**src/rtl/sdr_bank_cmd_gen_pkg.sv**
```systemverilog
// rtl/sdr_bank_cmd_gen_pkg.sv - shared types and constants for the SDRAM bank command generator
// Purpose: FSM state type, 4-bit pin command encodings {CSn,RASn,CASn,WEn}
//          and the READ/WRITE address-word builder.
// Ports:   none (package sdr_parameters).
package sdr_parameters;

  typedef enum logic [3:0] {
    IDLE,
    PRE,
    WAIT_RP,
    ACT,
    WAIT_RCD,
    RW,
    PREA,
    WAIT_RP_ALL,
    REF,
    WAIT_RFC
  } bank_fsm_t;

  localparam logic [3:0] CMD_INHIBIT      = 4'b1111;
  localparam logic [3:0] CMD_NOP          = 4'b0111;
  localparam logic [3:0] CMD_ACTIVE       = 4'b0011;
  localparam logic [3:0] CMD_READ         = 4'b0101;
  localparam logic [3:0] CMD_WRITE        = 4'b0100;
  localparam logic [3:0] CMD_PRECHARGE    = 4'b0010;
  localparam logic [3:0] CMD_AUTO_REFRESH = 4'b0001;

  // Column in the low col_w bits, auto-precharge flag on A10, all else zero.
  // col_w is at most 10, so the column never overlaps A10.
  function automatic logic [31:0] ap_addr(input logic [31:0] col,
                                          input int unsigned col_w,
                                          input logic        auto_pre);
    logic [31:0] a;
    a     = col & ((32'd1 << col_w) - 32'd1);
    a[10] = auto_pre;
    return a;
  endfunction

endpackage

```
**src/rtl/sdr_bank_tracker.sv**
```systemverilog
// rtl/sdr_bank_tracker.sv - per-bank open/row register file for the open-page policy
// Purpose: remembers which banks are open and the row each one holds.
// Ports:   clk_i, rst_i (sync, active high, closes all banks)
//          bank_i/row_i     lookup and action address
//          open_i           mark bank_i open with row_i
//          close_i          mark bank_i closed
//          close_all_i      mark every bank closed
//          hit_o/miss_o     bank_i open with matching / differing row
//          any_open_o       at least one bank open
module sdr_bank_tracker #(
  parameter int BANKS = 4,
  parameter int ROW_W = 13,
  localparam int BA_W = $clog2(BANKS)
) (
  input  logic             clk_i,
  input  logic             rst_i,
  input  logic [BA_W-1:0]  bank_i,
  input  logic [ROW_W-1:0] row_i,
  input  logic             open_i,
  input  logic             close_i,
  input  logic             close_all_i,
  output logic             hit_o,
  output logic             miss_o,
  output logic             any_open_o
);

  logic [BANKS-1:0] open_q;
  logic [ROW_W-1:0] row_q [BANKS];

  always_ff @(posedge clk_i) begin
    if (rst_i || close_all_i) begin
      open_q <= '0;
    end else if (open_i) begin
      open_q[bank_i] <= 1'b1;
      row_q[bank_i]  <= row_i;
    end else if (close_i) begin
      open_q[bank_i] <= 1'b0;
    end
  end

  assign hit_o      = open_q[bank_i] && (row_q[bank_i] == row_i);
  assign miss_o     = open_q[bank_i] && (row_q[bank_i] != row_i);
  assign any_open_o = |open_q;

endmodule

```
**src/rtl/sdr_bank_cmd_gen.sv**
```systemverilog
// rtl/sdr_bank_cmd_gen.sv - multi-bank SDRAM pin command generator with refresh
// Purpose: turns an access request stream and refresh requests into registered
//          SDRAM commands, enforcing tRP/tRCD/tRFC. Open-page policy by default;
//          define SDR_AUTO_PRECHARGE_EN for closed-page (auto-precharge) operation.
// Ports:   pclk, preset (sync, active high), init_done (pins idle until set)
//          req_valid/req_ready, req_write, req_bank, req_row, req_col
//          ref_req (level), ref_ack (pulse in the cycle AUTO_REFRESH is issued)
//          sdr_CKE, sdr_CSn, sdr_RASn, sdr_CASn, sdr_WEn, sdr_BA, sdr_A (registered)
module sdr_bank_cmd_gen
  import sdr_parameters::*;
#(
  parameter int BANKS    = 4,
  parameter int ROW_W    = 13,
  parameter int COL_W    = 9,
  parameter int A_W      = 13,
  parameter int TRP_CYC  = 2,
  parameter int TRCD_CYC = 2,
  parameter int TRFC_CYC = 7,
  localparam int BA_W    = $clog2(BANKS)
) (
  input  logic             pclk,
  input  logic             preset,
  input  logic             init_done,
  input  logic             req_valid,
  output logic             req_ready,
  input  logic             req_write,
  input  logic [BA_W-1:0]  req_bank,
  input  logic [ROW_W-1:0] req_row,
  input  logic [COL_W-1:0] req_col,
  input  logic             ref_req,
  output logic             ref_ack,
  output logic             sdr_CKE,
  output logic             sdr_CSn,
  output logic             sdr_RASn,
  output logic             sdr_CASn,
  output logic             sdr_WEn,
  output logic [BA_W-1:0]  sdr_BA,
  output logic [A_W-1:0]   sdr_A
);

  localparam int T12   = (TRP_CYC > TRCD_CYC) ? TRP_CYC : TRCD_CYC;
  localparam int MAX_T = (T12 > TRFC_CYC) ? T12 : TRFC_CYC;
  localparam int CNT_W = $clog2(MAX_T + 1);

  localparam logic [CNT_W-1:0] ONE     = CNT_W'(1);
  localparam logic [CNT_W-1:0] RP_LD   = CNT_W'(TRP_CYC - 1);
  localparam logic [CNT_W-1:0] RCD_LD  = CNT_W'(TRCD_CYC - 1);
  localparam logic [CNT_W-1:0] RFC_LD  = CNT_W'(TRFC_CYC - 1);
  localparam logic [CNT_W-1:0] RP_FULL = CNT_W'(TRP_CYC);

`ifdef SDR_AUTO_PRECHARGE_EN
  // Closed page: WAIT_RP only follows RW and covers the auto-precharge tRP.
  localparam logic      AUTO_PRE = 1'b1;
  localparam bank_fsm_t RW_EXIT  = WAIT_RP;
  localparam bank_fsm_t RP_EXIT  = IDLE;
`else
  localparam logic      AUTO_PRE = 1'b0;
  localparam bank_fsm_t RW_EXIT  = IDLE;
  localparam bank_fsm_t RP_EXIT  = ACT;
`endif

  bank_fsm_t        state_q, state_d;
  logic [CNT_W-1:0] cnt_q, cnt_d;
  logic [3:0]       cmd_q, cmd_d;
  logic             cke_q, cke_d;
  logic [BA_W-1:0]  ba_q, ba_d;
  logic [A_W-1:0]   a_q, a_d;

  logic rst_all;
  logic hit, miss, any_open;
  logic trk_open, trk_close, trk_close_all;

  // Dropping init_done hands the pins back and forgets all open pages.
  assign rst_all = preset | ~init_done;

`ifdef SDR_AUTO_PRECHARGE_EN
  assign hit      = 1'b0;
  assign miss     = 1'b0;
  assign any_open = 1'b0;
`else
  sdr_bank_tracker #(
    .BANKS (BANKS),
    .ROW_W (ROW_W)
  ) u_tracker (
    .clk_i       (pclk),
    .rst_i       (rst_all),
    .bank_i      (req_bank),
    .row_i       (req_row),
    .open_i      (trk_open),
    .close_i     (trk_close),
    .close_all_i (trk_close_all),
    .hit_o       (hit),
    .miss_o      (miss),
    .any_open_o  (any_open)
  );
`endif

  // State and pin registers.
  always_ff @(posedge pclk) begin
    if (rst_all) begin
      state_q <= IDLE;
      cnt_q   <= '0;
      cmd_q   <= CMD_INHIBIT;
      cke_q   <= 1'b0;
      ba_q    <= '1;
      a_q     <= '1;
    end else begin
      state_q <= state_d;
      cnt_q   <= cnt_d;
      cmd_q   <= cmd_d;
      cke_q   <= cke_d;
      ba_q    <= ba_d;
      a_q     <= a_d;
    end
  end

  // Next state. Wait states are loaded with (param - 1) and skipped when that is 0.
  always_comb begin
    state_d = state_q;
    cnt_d   = cnt_q;
    unique case (state_q)
      IDLE: begin
        if (ref_req) begin
          state_d = any_open ? PREA : REF;
        end else if (req_valid) begin
          if (hit)       state_d = RW;
          else if (miss) state_d = PRE;
          else           state_d = ACT;
        end
      end
      PRE: begin
        if (TRP_CYC > 1) begin state_d = WAIT_RP; cnt_d = RP_LD; end
        else state_d = ACT;
      end
      WAIT_RP: begin
        if (cnt_q <= ONE) state_d = RP_EXIT;
        else cnt_d = cnt_q - ONE;
      end
      ACT: begin
        if (TRCD_CYC > 1) begin state_d = WAIT_RCD; cnt_d = RCD_LD; end
        else state_d = RW;
      end
      WAIT_RCD: begin
        if (cnt_q <= ONE) state_d = RW;
        else cnt_d = cnt_q - ONE;
      end
      RW: begin
        state_d = RW_EXIT;
        cnt_d   = RP_FULL;
      end
      PREA: begin
        if (TRP_CYC > 1) begin state_d = WAIT_RP_ALL; cnt_d = RP_LD; end
        else state_d = REF;
      end
      WAIT_RP_ALL: begin
        if (cnt_q <= ONE) state_d = REF;
        else cnt_d = cnt_q - ONE;
      end
      REF: begin
        if (TRFC_CYC > 1) begin state_d = WAIT_RFC; cnt_d = RFC_LD; end
        else state_d = IDLE;
      end
      WAIT_RFC: begin
        if (cnt_q <= ONE) state_d = IDLE;
        else cnt_d = cnt_q - ONE;
      end
      default: state_d = IDLE;
    endcase
  end

  // Outputs: next pin values, handshakes and tracker updates.
  always_comb begin
    cmd_d         = CMD_NOP;
    cke_d         = 1'b1;
    ba_d          = '1;
    a_d           = '1;
    req_ready     = 1'b0;
    ref_ack       = 1'b0;
    trk_open      = 1'b0;
    trk_close     = 1'b0;
    trk_close_all = 1'b0;
    unique case (state_q)
      PRE: begin
        cmd_d     = CMD_PRECHARGE;
        ba_d      = req_bank;
        a_d       = '0;
        trk_close = 1'b1;
      end
      ACT: begin
        cmd_d    = CMD_ACTIVE;
        ba_d     = req_bank;
        a_d      = A_W'(req_row);
        trk_open = 1'b1;
      end
      RW: begin
        cmd_d     = req_write ? CMD_WRITE : CMD_READ;
        ba_d      = req_bank;
        a_d       = A_W'(ap_addr(32'(req_col), COL_W, AUTO_PRE));
        req_ready = 1'b1;
      end
      PREA: begin
        cmd_d         = CMD_PRECHARGE;
        ba_d          = '0;
        a_d           = '0;
        a_d[10]       = 1'b1;
        trk_close_all = 1'b1;
      end
      REF: begin
        cmd_d   = CMD_AUTO_REFRESH;
        ref_ack = 1'b1;
      end
      default: ;
    endcase
    // A reset or init drop in this cycle aborts the command: no handshake escapes.
    if (rst_all) begin
      req_ready = 1'b0;
      ref_ack   = 1'b0;
    end
  end

  assign sdr_CKE  = cke_q;
  assign sdr_CSn  = cmd_q[3];
  assign sdr_RASn = cmd_q[2];
  assign sdr_CASn = cmd_q[1];
  assign sdr_WEn  = cmd_q[0];
  assign sdr_BA   = ba_q;
  assign sdr_A    = a_q;

endmodule
```
**config.mk**
```make
export PLATFORM = sky130hd
export DESIGN_NAME = sdr_bank_cmd_gen
export DESIGN_NICKNAME = d
export VERILOG_FILES = /design/src/rtl/sdr_bank_cmd_gen_pkg.sv /design/src/rtl/sdr_bank_tracker.sv /design/src/rtl/sdr_bank_cmd_gen.sv
export SDC_FILE = /design/constraint.sdc
export NUM_CORES = 1
export LEC_CHECK = 0
export CORE_AREA = 2 2 85 87
export CTS_BUF_LIST = sky130_fd_sc_hd__clkbuf_2
export DETAILED_ROUTE_END_ITERATION = 8
export DIE_AREA = 0 0 87 89
export GPL_ROUTABILITY_DRIVEN = 0
export PLACE_DENSITY = 0.87
export SLEW_MARGIN = 0
export SYNTH_ARGS = -nofsm -noshare
export SYNTH_HDL_FRONTEND = slang
export SYNTH_HIERARCHICAL = 1
export SYNTH_SLANG_ARGS = --single-unit
```
**constraint.sdc**
```tcl
create_clock -name pclk -period 3.2 [get_ports pclk]
set_input_delay 0.48 -clock pclk [delete_from_list [all_inputs] [get_ports pclk]]
set_output_delay 0.48 -clock pclk [all_outputs]
set_load 0.02 [all_outputs]
```
# --- Yosys cells after proc, flatten, opt, wreduce, memory -nomap -nowiden ---
# Memories as Yosys holds them, arrays and structs flattened.
# Index checks and enable logic that the tools add are counted.
# Widths: inputs -> output; s select.
classes:
  addsub: 1
  n_eq_ne: 17
  bitwise: 5
  reduce_logical: 14
  magnitude_cmp: 3
  muxes: 33
op_table:
  columns: ["operator", "count"]
  rows:
  - ["$pmux 13 s4", 1]
  - ["$mux 4", 9]
  - ["$pmux 4 s9", 1]
  - ["$pmux 3 s4", 2]
  - ["$eq 4x3->1 const B", 4]
  - ["$mux 1", 14]
  - ["$eq 13x13->1", 1]
  - ["$ne 13x13->1", 1]
  - ["$ne 2x2->1 const B", 5]
  - ["$eq 4x2->1 const B", 2]
  - ["$eq 4x4->1 const B", 2]
  - ["$reduce_or 4->1", 2]
  - ["$mux 3", 2]
  - ["$reduce_or 3->1", 2]
  - ["$reduce_and 5->1", 1]
  - ["$and 4x4->4", 1]
  - ["$eq 4x1->1 const B", 1]
  - ["$logic_not 4->1", 1]
  - ["$not 4->4", 1]
  - ["$or 4x4->4", 1]
  - ["$pmux 2 s2", 1]
  - ["$reduce_bool 4->1", 1]
  - ["$le 3x1->1 const B", 1]
  - ["$logic_and 1x1->1", 3]
  - ["other kinds (13)", 13]
word_totals:
  wordCells: 81
  ramBits: 52
  ff_bits: 31
  memories: 1
memory_table:
  columns: ["memory", "depth", "width", "rd", "rd_ports_with_merged_regs", "wr", "line_no", "text"]
  rows:
  - ["u_tracker.row_q", 4, 13, 1, 0, 1, "sdr_bank_tracker.sv:28", "logic [ROW_W-1:0] row_q [BANKS];"]

# --- Depth between registers and ports, before layout ---
depth:
  depth_word: 8
  depth_mapped: 12

# --- Cells and area by module ---
# The synthesis kept the hierarchy.
by_module_without_submodules:
  columns: ["mod", "area_each_um2", "n_inst", "cells_per_inst"]
  rows:
  - ["sdr_bank_tracker", 2316.0, 1, 122]
  - ["sdr_bank_cmd_gen", 1335.0, 1, 162]

# --- Worst setup path before layout ---
# OpenSTA, ideal clock, no wires.
synth_path:
  path_type: "reg2reg"
  from: "register state_q[3]"
  to: "memory u_tracker.row_q[0][0] (enable)"
  arrival_time_ns: 2.359
  path_buffers: 2
  path_stages_with_launch: 6
  path_slack_ns: 0.442
  setup_ns: 0.400
  cell_sequence: "dfxtp_1 > clkbuf_1 > nor3_1 > clkbuf_1 > nand2_1 > nor3_1"
synth_between:
  elab_chain_cells: 5
synth_rtl:
  columns: ["item", "line_no", "text"]
  rows:
  - ["start: declaration", "sdr_bank_cmd_gen.sv:62", "bank_fsm_t state_q, state_d;"]
  - ["start signal: assignment", "sdr_bank_cmd_gen.sv:108", "state_q <= state_d;"]
  - ["$eq 4x2->1", "sdr_bank_cmd_gen.sv:182", "unique case (state_q)"]
  - ["$mux 1", "sdr_bank_cmd_gen.sv:182", null]
  - ["named net trk_open", "sdr_bank_cmd_gen.sv:71", "logic trk_open, trk_close, trk_close_all;"]
  - ["$mux 1", "sdr_bank_tracker.sv:33", "end else if (open_i) begin"]
  - ["$mux 1", "sdr_bank_tracker.sv:31", "if (rst_i || close_all_i) begin"]
  - ["$mux 1 (not written as such)", "sdr_bank_tracker.sv:35", "row_q[bank_i] <= row_i;"]
  - ["end: declaration", "sdr_bank_tracker.sv:28", null]
# The timed path passes the listed nets, and every way through them passes these cells.

# --- Final worst setup path ---
layout_path:
  from: "input port req_bank[0]"
  to: "register state_q[2]"
layout_between:
  elab_chain_cells: 7
layout_rtl:
  columns: ["item", "line_no", "text"]
  rows:
  - ["start: declaration", "sdr_bank_cmd_gen.sv:27", "input logic [BA_W-1:0] req_bank,"]
  - ["$mem_v2 4x13 or $bmux 1 s2 (tied branches)", null, null]
  - ["$eq 13x13->1 or $mux 1 (tied branches)", "sdr_bank_tracker.sv:41", "assign hit_o = open_q[bank_i] && (row_q[bank_i] == row_i);"]
  - ["$logic_and 1x1->1 (*)", "sdr_bank_tracker.sv:41", null]
  - ["named net hit", "sdr_bank_cmd_gen.sv:70", "logic hit, miss, any_open;"]
  - ["$mux 3 (*)", "sdr_bank_cmd_gen.sv:126", "if (hit) state_d = RW;"]
  - ["$mux 4 (*)", "sdr_bank_cmd_gen.sv:125", "end else if (req_valid) begin"]
  - ["$mux 4 (*)", "sdr_bank_cmd_gen.sv:123", "if (ref_req) begin"]
  - ["$pmux 4 s9 (*)", "sdr_bank_cmd_gen.sv:121", "unique case (state_q)"]
# Mark *: on every way through the listed nets, which the timed path passes. The rest lies on a longest branch. The select of a mux whose other input is x is not followed.
# A chain may end at the register's enable or synchronous reset.

==> results.yml <==
outcome:
  outcome: "finished clean"
power_and_ir_drop:
  p_leak_nw: 1.514
  power.density_mw_per_mm2: 452.8
  peakVddDrop_v: 0.0002014
routing:
  routedWlPerCell_microns: 18.02
  num_vias: 2523
  drtPass1Iterations: 4
  vias_per_cell: 5.881
  first_iter_violations: 321
  drt_wl_total_microns: 7732
  ant_nets: 0
  drc: 0
floorplanning:
  io_pins: 52
  start_util_pct: 54.34
  die_x_microns: 87
  core_area_sq_mm: 0.006719
  die_h_microns: 89
  rows: 30
  die_area_sq_mm: 0.007743
setup_path:
  slowest_stage: "mux4_1"
  worst_ep_arrival_time_ns: 3.44
  reg2reg_depth: 5
  r2r_slack_ns: 0.47
  cp.buffers_inverters: 2
  crit_type: "in -> reg"
  reg2reg_to: "u_tracker/row_q[0][5]$_DFFE_PP_"
  worstPathCellList: "clkdlybuf4s50_1 -> buf_12 -> mux4_1 -> xnor2_1 -> nand4_1 -> or4_4 -> nor4b_2 -> mux2i_1 -> o21ai_0 -> nand3_1 -> a2bb2oi_1 -> nor2_1"
  worstSetupStartpointType: "input pin"
  end_kind: "register"
  worstPathMaxFanout: 9
  reg2reg_from: "state_q[0]$_SDFFE_PN0P_"
  crit_required_ns: 3.63
  cpPeakStageDelay_ns: 0.58
  crit_family: "simple AND/OR/NAND/NOR gates"
final_layout:
  synthToLayoutAreaGrowth_pct: 21.38
  final-instance-count-excl-fill: 429
  nFillCells: 484
  multi_input_area_sq_mm: 0.001354
  diodes: 0
  seqCellArea_sq_mm: 0.002182
  drive_gt1_share_pct: 14.33
  nets: 376
  utilization_pct: 65.96
yosys:
  yosys-top-cells-area: "edfxtp_1, dfxtp_1, mux4_2, nand2_1, a22oi_1"
  synthFlopType: "edfxtp_1"
  synth_edf_count: 52
  synth_area_sq_mm: 0.003651
  synth_area_leader_cell: "edfxtp_1"
  syn_nets: 316
  ys_warn_count: 6
  syn_area_per_cell_sq_um: 12.86
  netlist_instances: 284
  synthArstFlopShare_pct: 0
  ys_seq_area_share_pct: 59.77
  synth-seq-cells: 83
  yosysTopAreaCellShare_pct: 42.77
  ys_types: 50
placement:
  dp_cells: 412
  place_hpwl_microns: 5165
  port_buffers: 51
worst_hold_path:
  hold_path.startpoint: "req_col[5]"
  hold_class: "in -> reg"
  min_to: "sdr_A[5]$_SDFF_PN1_"
  min_path_cells: 3
cts:
  cts.clk_slew.worst_paths_ns: 0.24
  htree_levels: 3
  clk_latency_ns: 0.49
  root_buffer: "clkbuf_2"
  cts_buffers: 9
  cts_tree: "done"
  cts_resized: 0
  cts_max_path_buffers: 2
  hold_buffers: 0
  post_cts_buffers: 0
  cts_sinks: 83
grt:
  grtUsageTotal_pct: 20.90
  grt_pass1_wl_microns: 12250
  antenna_found_initial: 0
  grt_max_degree: 20
  grt-ovfl-total: 0
  grt_pass1_vias: 2506
job:
  maxCapViolations: 0
timing:
  finalCriticalPeriod_ns: 3.008
  slew_violations: 0
  skew_ns: 0.02204
  hold_ws_ns: 0.5629
  slew_headroom_pct: 25.75
  fin_tns_setup_ns: 0
  fmax_ghz: 0.3324
  worst-slew-pin-transition_ns: 1.105
  finalSetupViolCount: 0
  period_share_pct: 94.01
  rsz0062_at_grt: "false"
  hold_viol: 0
cells in the final DEF (no fill, tap or decap), drive strengths merged, types with 2 or more instances in the layout:
master         instances
nor3b                  3
inv                    8
o31ai                  2
and4b                  2
nor2                  15
clkdlybuf4s50         51
or4                    3
bufinv                 2
a21oi                  6
xor2                   6
a22oi                 13
nand2                 31
buf                   14
mux4                  12
mux2i                  6
clkbuf                10
and3                   3
nand3                  9
dfxtp                 31
nand4                  2
clkinv                 3
a2bb2oi                3
a32oi                  2
xnor2                 10
edfxtp                52
ha                     2
nor2b                  5
o21ai                 11
nand2b                 3
nor3                  12
report_power, final:
part	switching (mW)	internal, mW
sequential	0.0123	1.15
combinational	0.114	0.116
clock	0.353	0.264
registers in the layout, summed over array words and instances, names as in the netlist, named ones only:
register         flops
sdr_BA               2
sdr_CKE              1
cnt_q                3
u_tracker/row_q     52
sdr_A               13
state_q              4
cmd_q                4
tightest hold or removal path: cells and delay by family:
family / cells / cell delay, ns
AOI/OAI and AO/OA: 1 / 0.06
and+or+nand+nor: 1 / 0.06
buffers and inverters: 1 / 0.45
cells by family after synthesis:
logic type / synth area share [%]
mux: 9.664
flops: 59.77
buf+inv: 3.290
simple gates: 13.19
fa+ha+maj: 0.9595
compound gates: 9.288
xor+xnor: 3.838
cell type report:
| cell class | instances | share of cell area, % |
|---|---|---|
| Multi-Input combinational cell | 178 | 30.55 |
| Inverter | 7 | 0.5929 |
| Tap cell | 80 | 2.259 |
| Timing Repair Buffer | 65 | 14.26 |
| Clock buffer | 10 | 1.129 |
| Sequential cell | 83 | 49.24 |
| Clock inverter | 6 | 1.976 |
through the flow:
step | setup WS [ns] | area, sq um | power [mW]
5_1_grt | 0.02067 | 4432 | 2.093
2_1_floorplan | 0.4418 | 3651 | 1.316
4_1_cts | 0.2528 | 4420 | 2.016
3_5_place_dp | -0.2288 | 4283 | 1.410
3_3_place_gp | -0.1297 | 4283 | 1.405
6_report | 0.1917 | 4432 | 2.007
routing by layer:
layer / global-route usage (%) / part of all wire [%] / vias to the layer above
met5: 0 / 0 / -
met4: 7.528 / 1.0 / 0
met3: 3.232 / 6.3 / 6
met2: 34.77 / 50 / 103
met1: 28.13 / 42 / 1229
li1: - / - / 1185
worst max path at each step:
stage	end	slack, ns	startpoint	depth (start not counted)
final	state_q[2]$_SDFFE_PN0P_	0.19	req_bank[0]	12
after floorplan	u_tracker/row_q[0][0]$_DFFE_PP_	0.44	state_q[3]$_SDFFE_PN0P_	5
after detailed placement	state_q[2]$_SDFFE_PN0P_	-0.23	req_bank[0]	12
after global placement	state_q[2]$_SDFFE_PN0P_	-0.13	req_bank[0]	12
after global routing	state_q[2]$_SDFFE_PN0P_	0.02	req_bank[0]	12
after CTS	state_q[2]$_SDFFE_PN0P_	0.25	req_bank[0]	12
synthesized netlist by cell type (7+ instances only):
cell / instances
edfxtp_1: 52
nor2_1: 15
nor3_1: 12
mux4_2: 10
dfxtp_1: 31
inv_1: 7
a22oi_1: 13
clkbuf_1: 10
xnor2_1: 10
nand3_1: 9
nand2_1: 31
o21ai_0: 10
No activity file was read; power rests on OpenSTA's default activity.
